===== src/rtl/mac_tx_frm.sv =====
// GMII transmit framer: preamble/SFD, payload streamed from the packet buffer,
// optional zero pad to minimum length, optional CRC-32 FCS, then an enforced IFG.
module mac_tx_frm #(
    parameter int unsigned ADDR_WIDTH   = 11,
    parameter int unsigned PREAMBLE_LEN = 7,
    parameter int unsigned MIN_FRAME    = 60,
    parameter int unsigned IFG_BYTES    = 12
) (
    input  logic                  i_gclk,
    input  logic                  i_rst_n,
    input  logic                  i_tx_start,
    input  logic [ADDR_WIDTH-1:0] i_data_st,
    input  logic [ADDR_WIDTH-1:0] i_data_ed,
    input  logic                  i_fcs_en,
    input  logic                  i_pad_en,
    output logic [ADDR_WIDTH-1:0] o_rd_addr,
    input  logic [7:0]            i_rd_byte,
    output logic                  o_busy,
    output logic                  o_done,
    output logic                  o_eth_txen,
    output logic                  o_eth_txer,
    output logic [7:0]            o_eth_txd
);

    localparam int unsigned LW = ADDR_WIDTH + 1;

    localparam logic [2:0] ST_IDLE = 3'd0;
    localparam logic [2:0] ST_PRE  = 3'd1;
    localparam logic [2:0] ST_SFD  = 3'd2;
    localparam logic [2:0] ST_DATA = 3'd3;
    localparam logic [2:0] ST_PAD  = 3'd4;
    localparam logic [2:0] ST_FCS  = 3'd5;
    localparam logic [2:0] ST_IFG  = 3'd6;

    logic [2:0]            state_q,   state_d;
    logic [LW-1:0]         cnt_q,     cnt_d;
    logic [LW-1:0]         len_q,     len_d;
    logic [LW-1:0]         rd_left_q, rd_left_d;
    logic [ADDR_WIDTH-1:0] rd_addr_q, rd_addr_d;
    logic [31:0]           crc_q,     crc_d;
    logic                  fcs_en_q,  fcs_en_d;
    logic                  pad_en_q,  pad_en_d;
    logic                  busy_q,    busy_d;
    logic                  done_q,    done_d;
    logic                  txen_q,    txen_d;
    logic [7:0]            txd_q,     txd_d;

    logic [ADDR_WIDTH-1:0] len_lo_c;
    logic [LW-1:0]         len_c;
    logic                  rd_step_c;
    logic                  crc_upd_c;
    logic                  end_pay_c;
    logic                  end_body_c;
    logic                  to_ifg_c;

    // Byte-wise reflected CRC-32 update, data consumed LSB first
    function automatic logic [31:0] crc_next(input logic [31:0] crc, input logic [7:0] data);
        logic [31:0] c;
        c = crc;
        for (int i = 0; i < 8; i++) begin
            c = (c >> 1) ^ (((c[0] ^ data[i]) == 1'b1) ? 32'hEDB8_8320 : 32'h0000_0000);
        end
        return c;
    endfunction

    // A zero low-part length means the whole buffer (ed = st - 1)
    assign len_lo_c = i_data_ed - i_data_st + ADDR_WIDTH'(1);
    assign len_c    = (len_lo_c == '0) ? {1'b1, {ADDR_WIDTH{1'b0}}} : {1'b0, len_lo_c};

    // Address leads the byte on txd by two cycles: one for the buffer, one for the txd register
    assign rd_step_c = (rd_left_q != '0) &&
                       (((state_q == ST_PRE) && (cnt_q == LW'(PREAMBLE_LEN - 1))) ||
                        (state_q == ST_SFD) || (state_q == ST_DATA));

    always_comb begin
        state_d    = state_q;
        cnt_d      = cnt_q;
        len_d      = len_q;
        rd_left_d  = rd_left_q;
        rd_addr_d  = rd_addr_q;
        crc_d      = crc_q;
        fcs_en_d   = fcs_en_q;
        pad_en_d   = pad_en_q;
        busy_d     = busy_q;
        done_d     = 1'b0;
        txen_d     = txen_q;
        txd_d      = txd_q;
        crc_upd_c  = 1'b0;
        end_pay_c  = 1'b0;
        end_body_c = 1'b0;
        to_ifg_c   = 1'b0;

        if (rd_step_c) begin
            rd_addr_d = rd_addr_q + ADDR_WIDTH'(1);
            rd_left_d = rd_left_q - LW'(1);
        end

        case (state_q)
            ST_IDLE: begin
                if (i_tx_start) begin
                    state_d   = ST_PRE;
                    cnt_d     = '0;
                    len_d     = len_c;
                    rd_left_d = len_c - LW'(1);
                    rd_addr_d = i_data_st;
                    fcs_en_d  = i_fcs_en;
                    pad_en_d  = i_pad_en;
                    crc_d     = 32'hFFFF_FFFF;
                    busy_d    = 1'b1;
                    txen_d    = 1'b1;
                    txd_d     = 8'h55;
                end
            end
            ST_PRE: begin
                if (cnt_q == LW'(PREAMBLE_LEN - 1)) begin
                    state_d = ST_SFD;
                    txd_d   = 8'hD5;
                end else begin
                    cnt_d = cnt_q + LW'(1);
                end
            end
            ST_SFD: begin
                state_d   = ST_DATA;
                cnt_d     = '0;
                txd_d     = i_rd_byte;
                crc_upd_c = 1'b1;
            end
            ST_DATA: begin
                if (cnt_q == len_q - LW'(1)) begin
                    end_pay_c = 1'b1;
                end else begin
                    cnt_d     = cnt_q + LW'(1);
                    txd_d     = i_rd_byte;
                    crc_upd_c = 1'b1;
                end
            end
            ST_PAD: begin
                if (cnt_q == LW'(MIN_FRAME - 1)) begin
                    end_body_c = 1'b1;
                end else begin
                    cnt_d     = cnt_q + LW'(1);
                    txd_d     = 8'h00;
                    crc_upd_c = 1'b1;
                end
            end
            ST_FCS: begin
                if (cnt_q == LW'(3)) begin
                    to_ifg_c = 1'b1;
                end else begin
                    cnt_d = cnt_q + LW'(1);
                    txd_d = ~crc_q[7:0];
                    crc_d = crc_q >> 8;
                end
            end
            ST_IFG: begin
                if (cnt_q == LW'(IFG_BYTES - 1)) begin
                    state_d = ST_IDLE;
                    busy_d  = 1'b0;
                end else begin
                    cnt_d = cnt_q + LW'(1);
                end
            end
            default: begin
                state_d = ST_IDLE;
            end
        endcase

        // Payload finished: pad continues the byte index from L
        if (end_pay_c) begin
            if (pad_en_q && (len_q < LW'(MIN_FRAME))) begin
                state_d   = ST_PAD;
                cnt_d     = len_q;
                txd_d     = 8'h00;
                crc_upd_c = 1'b1;
            end else begin
                end_body_c = 1'b1;
            end
        end

        // CRC register already holds payload+pad; shift it out LSB first
        if (end_body_c) begin
            if (fcs_en_q) begin
                state_d = ST_FCS;
                cnt_d   = '0;
                txd_d   = ~crc_q[7:0];
                crc_d   = crc_q >> 8;
            end else begin
                to_ifg_c = 1'b1;
            end
        end

        if (to_ifg_c) begin
            state_d = ST_IFG;
            cnt_d   = '0;
            txen_d  = 1'b0;
            txd_d   = 8'h00;
            done_d  = 1'b1;
        end

        if (crc_upd_c) begin
            crc_d = crc_next(crc_q, txd_d);
        end
    end

    always_ff @(posedge i_gclk or negedge i_rst_n) begin
        if (!i_rst_n) begin
            state_q   <= ST_IDLE;
            cnt_q     <= '0;
            len_q     <= '0;
            rd_left_q <= '0;
            rd_addr_q <= '0;
            crc_q     <= 32'hFFFF_FFFF;
            fcs_en_q  <= 1'b0;
            pad_en_q  <= 1'b0;
            busy_q    <= 1'b0;
            done_q    <= 1'b0;
            txen_q    <= 1'b0;
            txd_q     <= 8'h00;
        end else begin
            state_q   <= state_d;
            cnt_q     <= cnt_d;
            len_q     <= len_d;
            rd_left_q <= rd_left_d;
            rd_addr_q <= rd_addr_d;
            crc_q     <= crc_d;
            fcs_en_q  <= fcs_en_d;
            pad_en_q  <= pad_en_d;
            busy_q    <= busy_d;
            done_q    <= done_d;
            txen_q    <= txen_d;
            txd_q     <= txd_d;
        end
    end

    assign o_rd_addr  = rd_addr_q;
    assign o_busy     = busy_q;
    assign o_done     = done_q;
    assign o_eth_txen = txen_q;
    assign o_eth_txer = 1'b0;
    assign o_eth_txd  = txd_q;

endmodule


===== config.mk =====
export PLATFORM = sky130hd
export DESIGN_NAME = mac_tx_frm
export DESIGN_NICKNAME = d
export VERILOG_FILES = /design/src/rtl/mac_tx_frm.sv
export SDC_FILE = /design/constraint.sdc
export NUM_CORES = 1
export LEC_CHECK = 0
export CAP_MARGIN = 10
export CORE_MARGIN = 4
export CORE_UTILIZATION = 60
export DETAILED_ROUTE_END_ITERATION = 16
export PLACE_DENSITY = 0.86
export SLEW_MARGIN = 10
export SYNTH_ARGS = -nofsm -noshare
export SYNTH_HDL_FRONTEND = slang
export SYNTH_SLANG_ARGS = --single-unit

===== constraint.sdc =====
create_clock -name i_gclk -period 7.55 [get_ports i_gclk]
set_input_delay 0.755 -clock i_gclk [delete_from_list [all_inputs] [get_ports i_gclk]]
set_output_delay 0.755 -clock i_gclk [all_outputs]
set_load 0.005 [all_outputs]

==> impl_metrics.py, run 1 <==
metrics = {
    "status": {
        "status": "finished, final reports clean",
    },
    "worst_setup_path": {
        "cpLargestDelayFamily": "simple AND/OR/NAND/NOR gates",
        "cp_max_fo": 8,
        "critPathRequiredTime_ps": 7810,
        "cp_num_cells": 13,
        "slowest_delay_ps": 870,
        "end_kind": "flip-flop",
        "crit_chain": "nor3_1, a21oi_1, nand4b_1, or4b_1, nor4_2, o22ai_2, o21ai_1, a211oi_1, nor2b_1, xor2_1, xor2_1, o21ai_0, a211oi_1",
        "cp_slowest_cell": "nor2b_1",
        "critPathBufInv": 0,
        "r2r_cells": 13,
        "worstSetupStartpointType": "flip-flop",
        "crit_arrival_ps": 5370,
        "worstSetupPathType": "reg -> reg",
    },
    "yosys": {
        "synth_compound_area_share_pct": 23.26,
        "synth_top_family_by_area": "compound AO/OA/AOI/OAI gates",
        "postSynthAreaPerCell_um2": 8.362,
        "async_flop_share_pct": 100.0,
        "synthesis.area_um2": 7283,
        "muxShareOfSynthArea_pct": 1.288,
        "yosysSeqAreaShare_pct": 33.19,
        "synthCells": 871,
        "synthAdderAreaFrac_pct": 4.741,
        "ys_seq_elements": 95,
        "synth-main-ff-cell": "dfrtp_1",
        "syn_nets": 933,
        "synth_simple_gate_area_share_pct": 20.58,
        "synth.distinct_cells": 90,
        "yosys_warnings": 0,
        "yosys.area_share.xor_xnor_pct": 12.30,
        "synth_edf_count": 0,
    },
    "cts": {
        "clkLatencyLatePin_ps": 360,
        "cts_root_buf": "clkbuf_16",
        "post-cts-setup-buffers": 0,
        "cts_buffers": 9,
        "cts_tree": "done",
        "clk_pin_slew_ps": 70,
        "cts_hold_buf": 0,
        "cts.path.max_buffers": 2,
        "cts_num_sinks": 95,
        "h-tree-depth": 3,
        "cts_resized": 0,
    },
    "global_routing": {
        "grt_pass1_wl_um": 32090,
        "grt_usage_pct": 27.67,
        "overflow": 0,
        "grt_max_degree": 62,
        "grt_pass1_vias": 6583,
        "antenna_found_initial": 0,
    },
    "pwr": {
        "vdd_drop_max_uv": 339.7,
        "power_density_nw_per_um2": 532.9,
        "p_leak_nw": 3.403,
    },
    "sta": {
        "fin_hold_ws_ps": 369.5,
        "fmax_ghz": 0.1958,
        "worst_slew_pin_slew_ps": 1096,
        "slew_headroom_pct": 26.79,
        "fin_crit_sh_pct": 67.65,
        "grt_setup_unrepaired": "false",
        "fin_crit_ps": 5108,
        "hold_violations": 0,
        "skew_ps": 11.29,
        "slew_violations": 0,
        "fin_tns_setup_ps": 0,
        "setup_violations": 0,
    },
    "drt": {
        "vias": 6702,
        "drt_iter0_drc": 870,
        "wire_per_inst_um": 18.31,
        "drt_wl_total_um": 19280,
        "drtPass1Iterations": 7,
        "ant_nets": 0,
        "vias_per_cell": 6.365,
        "drc": 0,
    },
    "die": {
        "initial_core_util_pct": 62.45,
        "num_rows": 39,
        "fp.dieW_um": 118.2,
        "die_area_um2": 13970,
        "io_pins": 58,
        "die_y_um": 118.2,
        "coreArea_um2": 11660,
    },
    "layout": {
        "fin_util_pct": 70.65,
        "n_antenna_cell": 0,
        "drive_gt1_share_pct": 11.10,
        "fin_nets": 967,
        "areaGrowthSynthToFinish_pct": 13.12,
    },
    "place": {
        "routabilityCongestion": 0.9397,
        "portBuffers": 56,
        "hpwlAfterDp_um": 13510,
    },
    "run": {
        "maxCapViolations": 0,
    },
    "hold_path": {
        "hp-class": "in -> async",
    },
}
power by group:
part	switching, mW	leakage (nW)	internal, mW
combinational	1.54	2.14	1.24
clock	0.204	0.149	0.285
sequential	0.280	1.11	0.840
registers in the layout, summed over array words and instances, names as in the netlist:
name	flops
state_q	3
pad_en_q	1
o_eth_txd	8
o_busy	1
o_rd_addr	11
fcs_en_q	1
rd_left_q	12
cnt_q	12
o_done	1
len_q	12
crc_q	32
o_eth_txen	1
cell families after synthesis:
family,count (synthesis)
DFF,95
muxes,8
AOI/OAI and AO/OA,249
and+or+nand+nor,307
buffers and inverters,86
adders and majority gates,27
xor gates and xnor gates,98
other,1
cell usage in the layout (no fill, tap or decap), types with 5 or more instances in the layout:
cell type	n
nand2_1	98
o21ai_0	74
nor2_1	71
dfrtp_1	63
clkdlybuf4s50_1	55
xnor2_1	54
a21oi_1	47
inv_1	42
xor2_1	39
dfstp_2	32
nand3_1	29
ha_1	26
nor3_1	24
o211ai_1	17
or3_1	12
and3_1	12
o21a_1	12
buf_4	11
a31oi_1	10
nor4_1	9
clkbuf_16	9
a21o_1	8
o22ai_1	8
nor2b_1	7
o21bai_1	6
nor3b_1	6
mux2i_1	6
o21ai_1	6
nand2b_1	5
synth_stat cells, drive strengths merged, types with 5 or more instances:
master  count  area share [%]
xnor2      56             6.9
a31oi      12             1.4
buf         7            0.52
o21a       12             1.2
nor2b       7            0.60
nor4       10            0.94
nor3       24             1.6
a211oi      6            0.86
xor2       42             5.4
o22ai       9            0.86
clkbuf     36             1.9
inv        42             2.2
dfrtp      63              22
a21oi      51             3.9
o21ai      81             5.7
nor3b       6            0.62
o21bai      7            0.77
nand2     100             5.2
and3       13             1.2
a21o        8            0.82
or3        13             1.2
o31ai       5            0.70
nor2       72             3.7
ha         26             4.5
nand2b      5            0.43
mux2i       7             1.1
nand3      29             2.0
o211ai     17             1.8
dfstp      32              12
metrics by stage:
| stage | total power, mW | setup slack (ps) | instances | area [um^2] |
|---|---|---|---|---|
| after floorplan | 3.177 | 3627 | 871 | 7283 |
| after global placement | 3.720 | 2823 | 1037 | 7928 |
| after detailed placement | 3.825 | 2722 | 1037 | 7928 |
| after CTS | 4.350 | 2613 | 1053 | 8239 |
| after global routing | 4.726 | 2175 | 1053 | 8239 |
| final | 4.391 | 2442 | 1053 | 8239 |
layer usage:
metal	track usage, %	vias up	share of wire (%)
met5	0	-	0
met4	10.99	0	2.6
met3	4.823	52	9.1
met2	44.98	374	47
met1	36.88	3125	41
li1	-	3151	-
area by class of cell:
cell class / instances / area, um^2
sequential: 95 / 2417
timing repair buffer: 66 / 633.1
tap: 143 / 178.9
clock buffer: 14 / 274.0
clock inverter: 2 / 37.54
multi-input combinational: 690 / 4537
fill: 894 / 3423
inverter: 43 / 161.4
worst paths after layout:
check / slack [ps] / to / startpoint
max: 2440 / crc_q[2]$_DFF_PN1_ / len_q[2]$_DFFE_PN0P_
min: 370 / o_eth_txen$_DFFE_PN0P_ / i_rst_n
max reg2reg: 2440 / crc_q[2]$_DFF_PN1_ / len_q[2]$_DFFE_PN0P_
min reg2reg: 480 / crc_q[12]$_DFF_PN1_ / crc_q[20]$_DFF_PN1_
max in group asynchronous: 6040 / o_rd_addr[10]$_DFF_PN0_ / i_rst_n
min in group i_gclk: 480 / crc_q[12]$_DFF_PN1_ / crc_q[20]$_DFF_PN1_
worst reg2reg max path, stage by stage (launching register included):
cell	delay, ps
dfrtp_1	440
nor3_1	640
a21oi_1	170
nand4b_1	270
or4b_1	620
nor4_2	450
o22ai_2	250
o21ai_1	230
a211oi_1	130
nor2b_1	870
xor2_1	330
xor2_1	200
o21ai_0	120
a211oi_1	290
(Power assumes the default switching activity.)
==> run 2: changes to the inputs <==
==> constraint.sdc (replaced) <==
create_clock -name i_gclk -period 5.03 [get_ports i_gclk]
set_input_delay 0.503 -clock i_gclk [delete_from_list [all_inputs] [get_ports i_gclk]]
set_output_delay 0.503 -clock i_gclk [all_outputs]
set_load 0.005 [all_outputs]
==> run 2 against run 1 <==
Against the previous run:
- final cell count grew 0.57%
- maximum frequency grew 17%
- via count grew 0.30%
- critical path depth grew 3
- clock skew is essentially flat
- sequential share of layout area shrank 0.11 points
- utilization grew 0.27 points
- flip-flop and latch count is the same
- global-route usage shrank 0.71 points
- worst hold slack lost 250 ps
- combinational power grew 50%
- critical path type unchanged
- largest cell class unchanged
- highest routed layer unchanged
==> impl_metrics.py, run 2 (synthesis gave the netlist of run 1 again) <==
metrics = {
    "layout": {
        "nFillCells": 907,
        "n_antenna_cell": 0,
        "final_common_cell": "nand2_1",
        "final_cell_mix": "nand2_1, o21ai_0, nor2_1",
        "largest_reg_flops": 32,
        "fin_util_pct": 70.92,
        "multiInputGateArea_um2": 4537,
        "drive_gt1_share_pct": 11.79,
        "areaGrowthSynthToFinish_pct": 13.55,
        "seq_area_um2": 2417,
        "fin_nets": 973,
        "final_area_um2": 8270,
        "top_register": "crc_q",
    },
    "sta": {
        "worst_slew_pin_slew_ps": 1032,
        "fin_crit_ps": 4382,
        "skew_ps": 11.63,
        "grt_setup_unrepaired": "false",
        "setup_slack_ps": 648.2,
        "fmax_ghz": 0.2282,
        "setup_violations": 0,
        "fin_hold_ws_ps": 122.9,
        "fin_tns_setup_ps": 0,
        "fin_crit_sh_pct": 87.11,
        "hold_violations": 0,
        "slew_violations": 0,
        "slew_headroom_pct": 31.01,
    },
    "worst_setup_path": {
        "critPathRequiredTime_ps": 5310,
        "end_kind": "flip-flop",
        "cp_max_fo": 6,
        "worstSetupPathType": "reg -> reg",
        "worstSetupStartpointType": "flip-flop",
        "crit_arrival_ps": 4660,
    },
    "cts": {
        "cts.path.max_buffers": 2,
        "clkLatencyLatePin_ps": 360,
        "cts_root_buf": "clkbuf_16",
        "cts_num_sinks": 95,
        "cts_buffers": 9,
        "clk_pin_slew_ps": 70,
        "cts_resized": 0,
        "h-tree-depth": 3,
        "post-cts-setup-buffers": 0,
        "cts_hold_buf": 0,
        "cts_tree": "done",
    },
    "place": {
        "hpwlAfterDp_um": 13540,
        "pre_cts_ws_ps": 496.7,
        "portBuffers": 56,
        "routabilityCongestion": 0.9060,
        "dpl-instance-area_um2": 7973,
    },
    "drt": {
        "vias": 6722,
        "drtPass1Iterations": 6,
        "drt_iter0_drc": 770,
        "wire_per_inst_um": 17.92,
        "drt_wl_total_um": 18980,
        "drc": 0,
        "vias_per_cell": 6.347,
        "ant_nets": 0,
    },
    "global_routing": {
        "grt_usage_pct": 26.96,
        "overflow": 0,
        "grt_pass1_vias": 6373,
        "grt_max_degree": 62,
        "antenna_found_initial": 0,
        "grt_pass1_wl_um": 31100,
    },
    "pwr": {
        "power_density_nw_per_um2": 794.0,
        "p_leak_nw": 3.434,
        "vdd_drop_max_uv": 484.6,
    },
    "die": {
        "coreArea_um2": 11660,
        "num_rows": 39,
        "die_area_um2": 13970,
        "fp.dieW_um": 118.2,
        "io_pins": 58,
        "initial_core_util_pct": 62.45,
        "die_y_um": 118.2,
    },
    "run": {
        "maxCapViolations": 0,
    },
    "hold_path": {
        "hp-class": "in -> async",
    },
    "status": {
        "status": "finished, final reports clean",
    },
}
## run 2: worst paths after layout
path | start | to | cells after the start | slack [ps]
max | len_q[0]$_DFFE_PN0P_ | crc_q[7]$_DFF_PN1_ | 16 | 650
min | i_rst_n | cnt_q[5]$_DFF_PN0_ | 1 | 120
max reg2reg | len_q[0]$_DFFE_PN0P_ | crc_q[7]$_DFF_PN1_ | 16 | 650
min reg2reg | crc_q[10]$_DFF_PN1_ | crc_q[2]$_DFF_PN1_ | 2 | 480
max in group asynchronous | i_rst_n | o_rd_addr[9]$_DFF_PN0_ | 2 | 3760
min in group i_gclk | crc_q[10]$_DFF_PN1_ | crc_q[2]$_DFF_PN1_ | 2 | 480
## run 2: final cells by class
| type | instances | share of cell area (%) |
|---|---|---|
| Multi-Input combinational cell | 690 | 54.86 |
| Sequential cell | 95 | 29.23 |
| Timing Repair Buffer | 72 | 8.200 |
| Clock buffer | 11 | 2.935 |
| Tap cell | 143 | 2.163 |
| Inverter | 43 | 1.952 |
| Clock inverter | 5 | 0.6657 |
## run 2: metal layers
metal | GRT usage, % | up-vias | wire [um]
li1 | - | 3170 | -
met1 | 36.56 | 3176 | 8223
met2 | 42.12 | 322 | 8630
met3 | 5.492 | 54 | 1644
met4 | 11.50 | 0 | 478
met5 | 0 | - | 0
## run 2: critical path: stages (launching register included)
cell and delay [ps]:
dfrtp_1 370, inv_1 70, ha_1 230, nor2b_1 160, or3_1 390, a31oi_4 250, or4b_1 580, o31ai_1 570
o21a_1 180, o21ai_1 110, o21ai_0 180, nor2b_1 240, buf_4 240, xor2_2 200, xor2_1 230, o21ai_0 90
a21boi_0 190
## run 2: per-stage QoR
step	total power, mW	std cells
2_1_floorplan	4.769	871
3_5_place_dp	5.756	1043
6_report	6.566	1059
4_1_cts	6.523	1059
3_3_place_gp	5.638	1043
5_1_grt	7.037	1059
## run 2: power by group
part / total [mW] / switching (mW) / internal, mW
clock: 0.714 / 0.314 / 0.400
sequential: 1.68 / 0.414 / 1.26
combinational: 4.18 / 2.29 / 1.89
total: 6.57 / 3.01 / 3.55
==> run 3: changes to the inputs <==
--- a/config.mk
+++ b/config.mk
@@ -9,6 +9,7 @@
 export CORE_MARGIN = 4
 export CORE_UTILIZATION = 60
 export DETAILED_ROUTE_END_ITERATION = 16
+export MAX_ROUTING_LAYER = met4
 export PLACE_DENSITY = 0.86
 export SLEW_MARGIN = 10
 export SYNTH_ARGS = -nofsm -noshare
==> run 3 against run 2 <==
Against the previous run:
- die area unchanged
- global-route usage up 0.78 points
- count of clock-buffer cells in the layout unchanged
- critical endpoint is now crc_q[20]$_DFF_PN1_
- sequential share of layout area unchanged
- register-to-register slack worse by 40 ps
- critical path depth down 1
- power about the same
- utilization unchanged
- routed wire length up 0.19%
- maximum frequency down 1.0%
- combinational power about the same
- non-clock buffer count unchanged
==> impl_metrics.py, run 3 (synthesis gave the netlist of run 1 again) <==
metrics = {
    "status": {
        "status": "finished, final reports clean",
    },
    "layout": {
        "final_cell_mix": "nand2_1, o21ai_0, nor2_1",
        "nFillCells": 907,
        "drive_gt1_share_pct": 11.79,
        "n_antenna_cell": 0,
        "top_register": "crc_q",
        "final_cells": 1059,
        "largest_reg_flops": 32,
        "final_common_cell": "nand2_1",
        "areaGrowthSynthToFinish_pct": 13.55,
        "fin_nets": 973,
    },
    "worst_setup_path": {
        "cpLargestDelayFamily": "compound AO/OA/AOI/OAI gates",
        "worstSetupStartpointType": "flip-flop",
        "timing.rr.start": "len_q[0]$_DFFE_PN0P_",
        "crit_arrival_ps": 4660,
        "reg2reg_to": "crc_q[20]$_DFF_PN1_",
        "worstSetupPathType": "reg -> reg",
        "crit_chain": "inv_1, ha_1, or3b_2, or3_1, a41o_1, nor2_1, nor3_1, o21ai_0, nand3_1, a2111oi_2, a211oi_4, xnor2_1, a21o_1, nand2_1, o311ai_0",
        "worstSetupStartpoint": "len_q[0]$_DFFE_PN0P_",
        "cp_num_cells": 15,
        "r2r_slack_ps": 600,
        "crit_path_end": "crc_q[20]$_DFF_PN1_",
        "critPathBufInv": 1,
        "slowest_delay_ps": 540,
        "end_kind": "flip-flop",
        "critPathRequiredTime_ps": 5270,
        "cp_max_fo": 5,
        "cp_slowest_cell": "a2111oi_2",
        "r2r_cells": 15,
    },
    "sta": {
        "fmax_ghz": 0.2259,
        "fin_crit_sh_pct": 87.99,
        "skew_ps": 12.65,
        "fin_tns_setup_ps": 0,
        "fin_crit_ps": 4426,
        "hold_violations": 0,
        "slew_headroom_pct": 31.82,
        "setup_violations": 0,
        "worst_slew_pin_slew_ps": 1020,
        "slew_violations": 0,
        "grt_setup_unrepaired": "false",
    },
    "pwr": {
        "power.net_switching_mw": 3.018,
        "combPwrFrac_pct": 63.7,
        "switching_share_pct": 45.93,
        "pwr-share-seq_pct": 25.5,
        "p_clk_share_pct": 10.8,
        "power_density_nw_per_um2": 794.5,
        "p_int_mw": 3.553,
        "p_leak_nw": 3.434,
        "vdd_drop_max_uv": 484.9,
    },
    "place": {
        "portBuffers": 56,
        "hpwlAfterDp_um": 13540,
        "routabilityCongestion": 0.9216,
        "place_inst": 1043,
    },
    "drt": {
        "drt_iter0_drc": 824,
        "wire_per_inst_um": 17.95,
        "drtPass1Iterations": 7,
        "ant_nets": 0,
        "vias_per_cell": 6.315,
        "drc": 0,
        "drt_wl_total_um": 19010,
        "vias": 6688,
    },
    "cts": {
        "cts_root_buf": "clkbuf_16",
        "cts_buffers": 9,
        "cts_hold_buf": 0,
        "cts_tree": "done",
        "cts_resized": 0,
        "cts.path.max_buffers": 2,
        "clk_pin_slew_ps": 70,
        "clkLatencyLatePin_ps": 360,
        "h-tree-depth": 3,
        "cts_num_sinks": 95,
        "post-cts-setup-buffers": 0,
    },
    "global_routing": {
        "overflow": 0,
        "grt_pass1_wl_um": 31060,
        "use_met3_pct": 5.205,
        "grt_pass1_vias": 6383,
        "grt_max_degree": 62,
        "gr-usage-met1_pct": 36.52,
        "grtUsageMet2_pct": 42.30,
        "antenna_found_initial": 0,
        "top_usage_layer": "met2",
        "grt_usage_pct": 27.74,
    },
    "die": {
        "fp.dieW_um": 118.2,
        "initial_core_util_pct": 62.45,
        "die_y_um": 118.2,
        "die_area_um2": 13970,
        "io_pins": 58,
        "num_rows": 39,
        "coreArea_um2": 11660,
    },
    "run": {
        "maxCapViolations": 0,
    },
    "hold_path": {
        "hp-class": "in -> async",
    },
}
-- run 3: routing by layer --
layer	vias up	wire, um
met5	-	0
met2	332	8700
met3	45	1567
li1	3169	-
met4	0	421
met1	3142	8323
-- run 3: through the flow --
stage	util (%)	hold slack (ps)	instance area (um^2)	worst slack (ps)	total power, mW
2_1_floorplan	-	207.4	7283	1107	4.769
3_3_place_gp	68.36	457.4	7973	595.7	5.638
3_5_place_dp	68.36	467.5	7973	496.7	5.756
4_1_cts	70.92	131.9	8270	632.2	6.523
5_1_grt	70.92	152.9	8270	325.5	7.036
6_report	70.92	125.2	8270	604.1	6.571
-- run 3: cell type report --
type / instances / area (um^2) / share of cell area, %
multi-input cells: 690 / 4537 / 54.86
flip-flops and latches: 95 / 2417 / 29.23
repair buffers: 72 / 678.2 / 8.200
clock buffers: 11 / 242.7 / 2.935
well taps: 143 / 178.9 / 2.163
inverters: 43 / 161.4 / 1.952
clock inverters: 5 / 55.05 / 0.6657
-- run 3: power by group through the flow --
stage,Combinational [mW],Sequential (mW),Clock (mW)
2_1_floorplan,3.26,1.50,0
3_3_place_gp,3.98,1.65,0
3_5_place_dp,4.09,1.67,0
4_1_cts,4.14,1.66,0.721
5_1_grt,4.56,1.73,0.751
6_report,4.18,1.68,0.712
-- run 3: worst reg2reg max path, cell delays in order, from the launching register on --
cell	delay (ps)
dfrtp_1	400
inv_1	90
ha_1	190
or3b_2	500
or3_1	330
a41o_1	310
nor2_1	210
nor3_1	120
o21ai_0	520
nand3_1	290
a2111oi_2	540
a211oi_4	130
xnor2_1	320
a21o_1	200
nand2_1	60
o311ai_0	100
-- run 3: worst min-delay path by stage --
stage,from,endpoint,slack [ps],cells past startpoint
detailed placement,crc_q[9]$_DFF_PN1_,crc_q[1]$_DFF_PN1_,470,2
finish,i_rst_n,cnt_q[5]$_DFF_PN0_,130,1
global placement,crc_q[10]$_DFF_PN1_,crc_q[2]$_DFF_PN1_,460,2
floorplan,i_rst_n,cnt_q[0]$_DFF_PN0_,210,0
CTS,i_rst_n,state_q[2]$_DFF_PN0_,130,1
global route,i_rst_n,state_q[2]$_DFF_PN0_,150,1
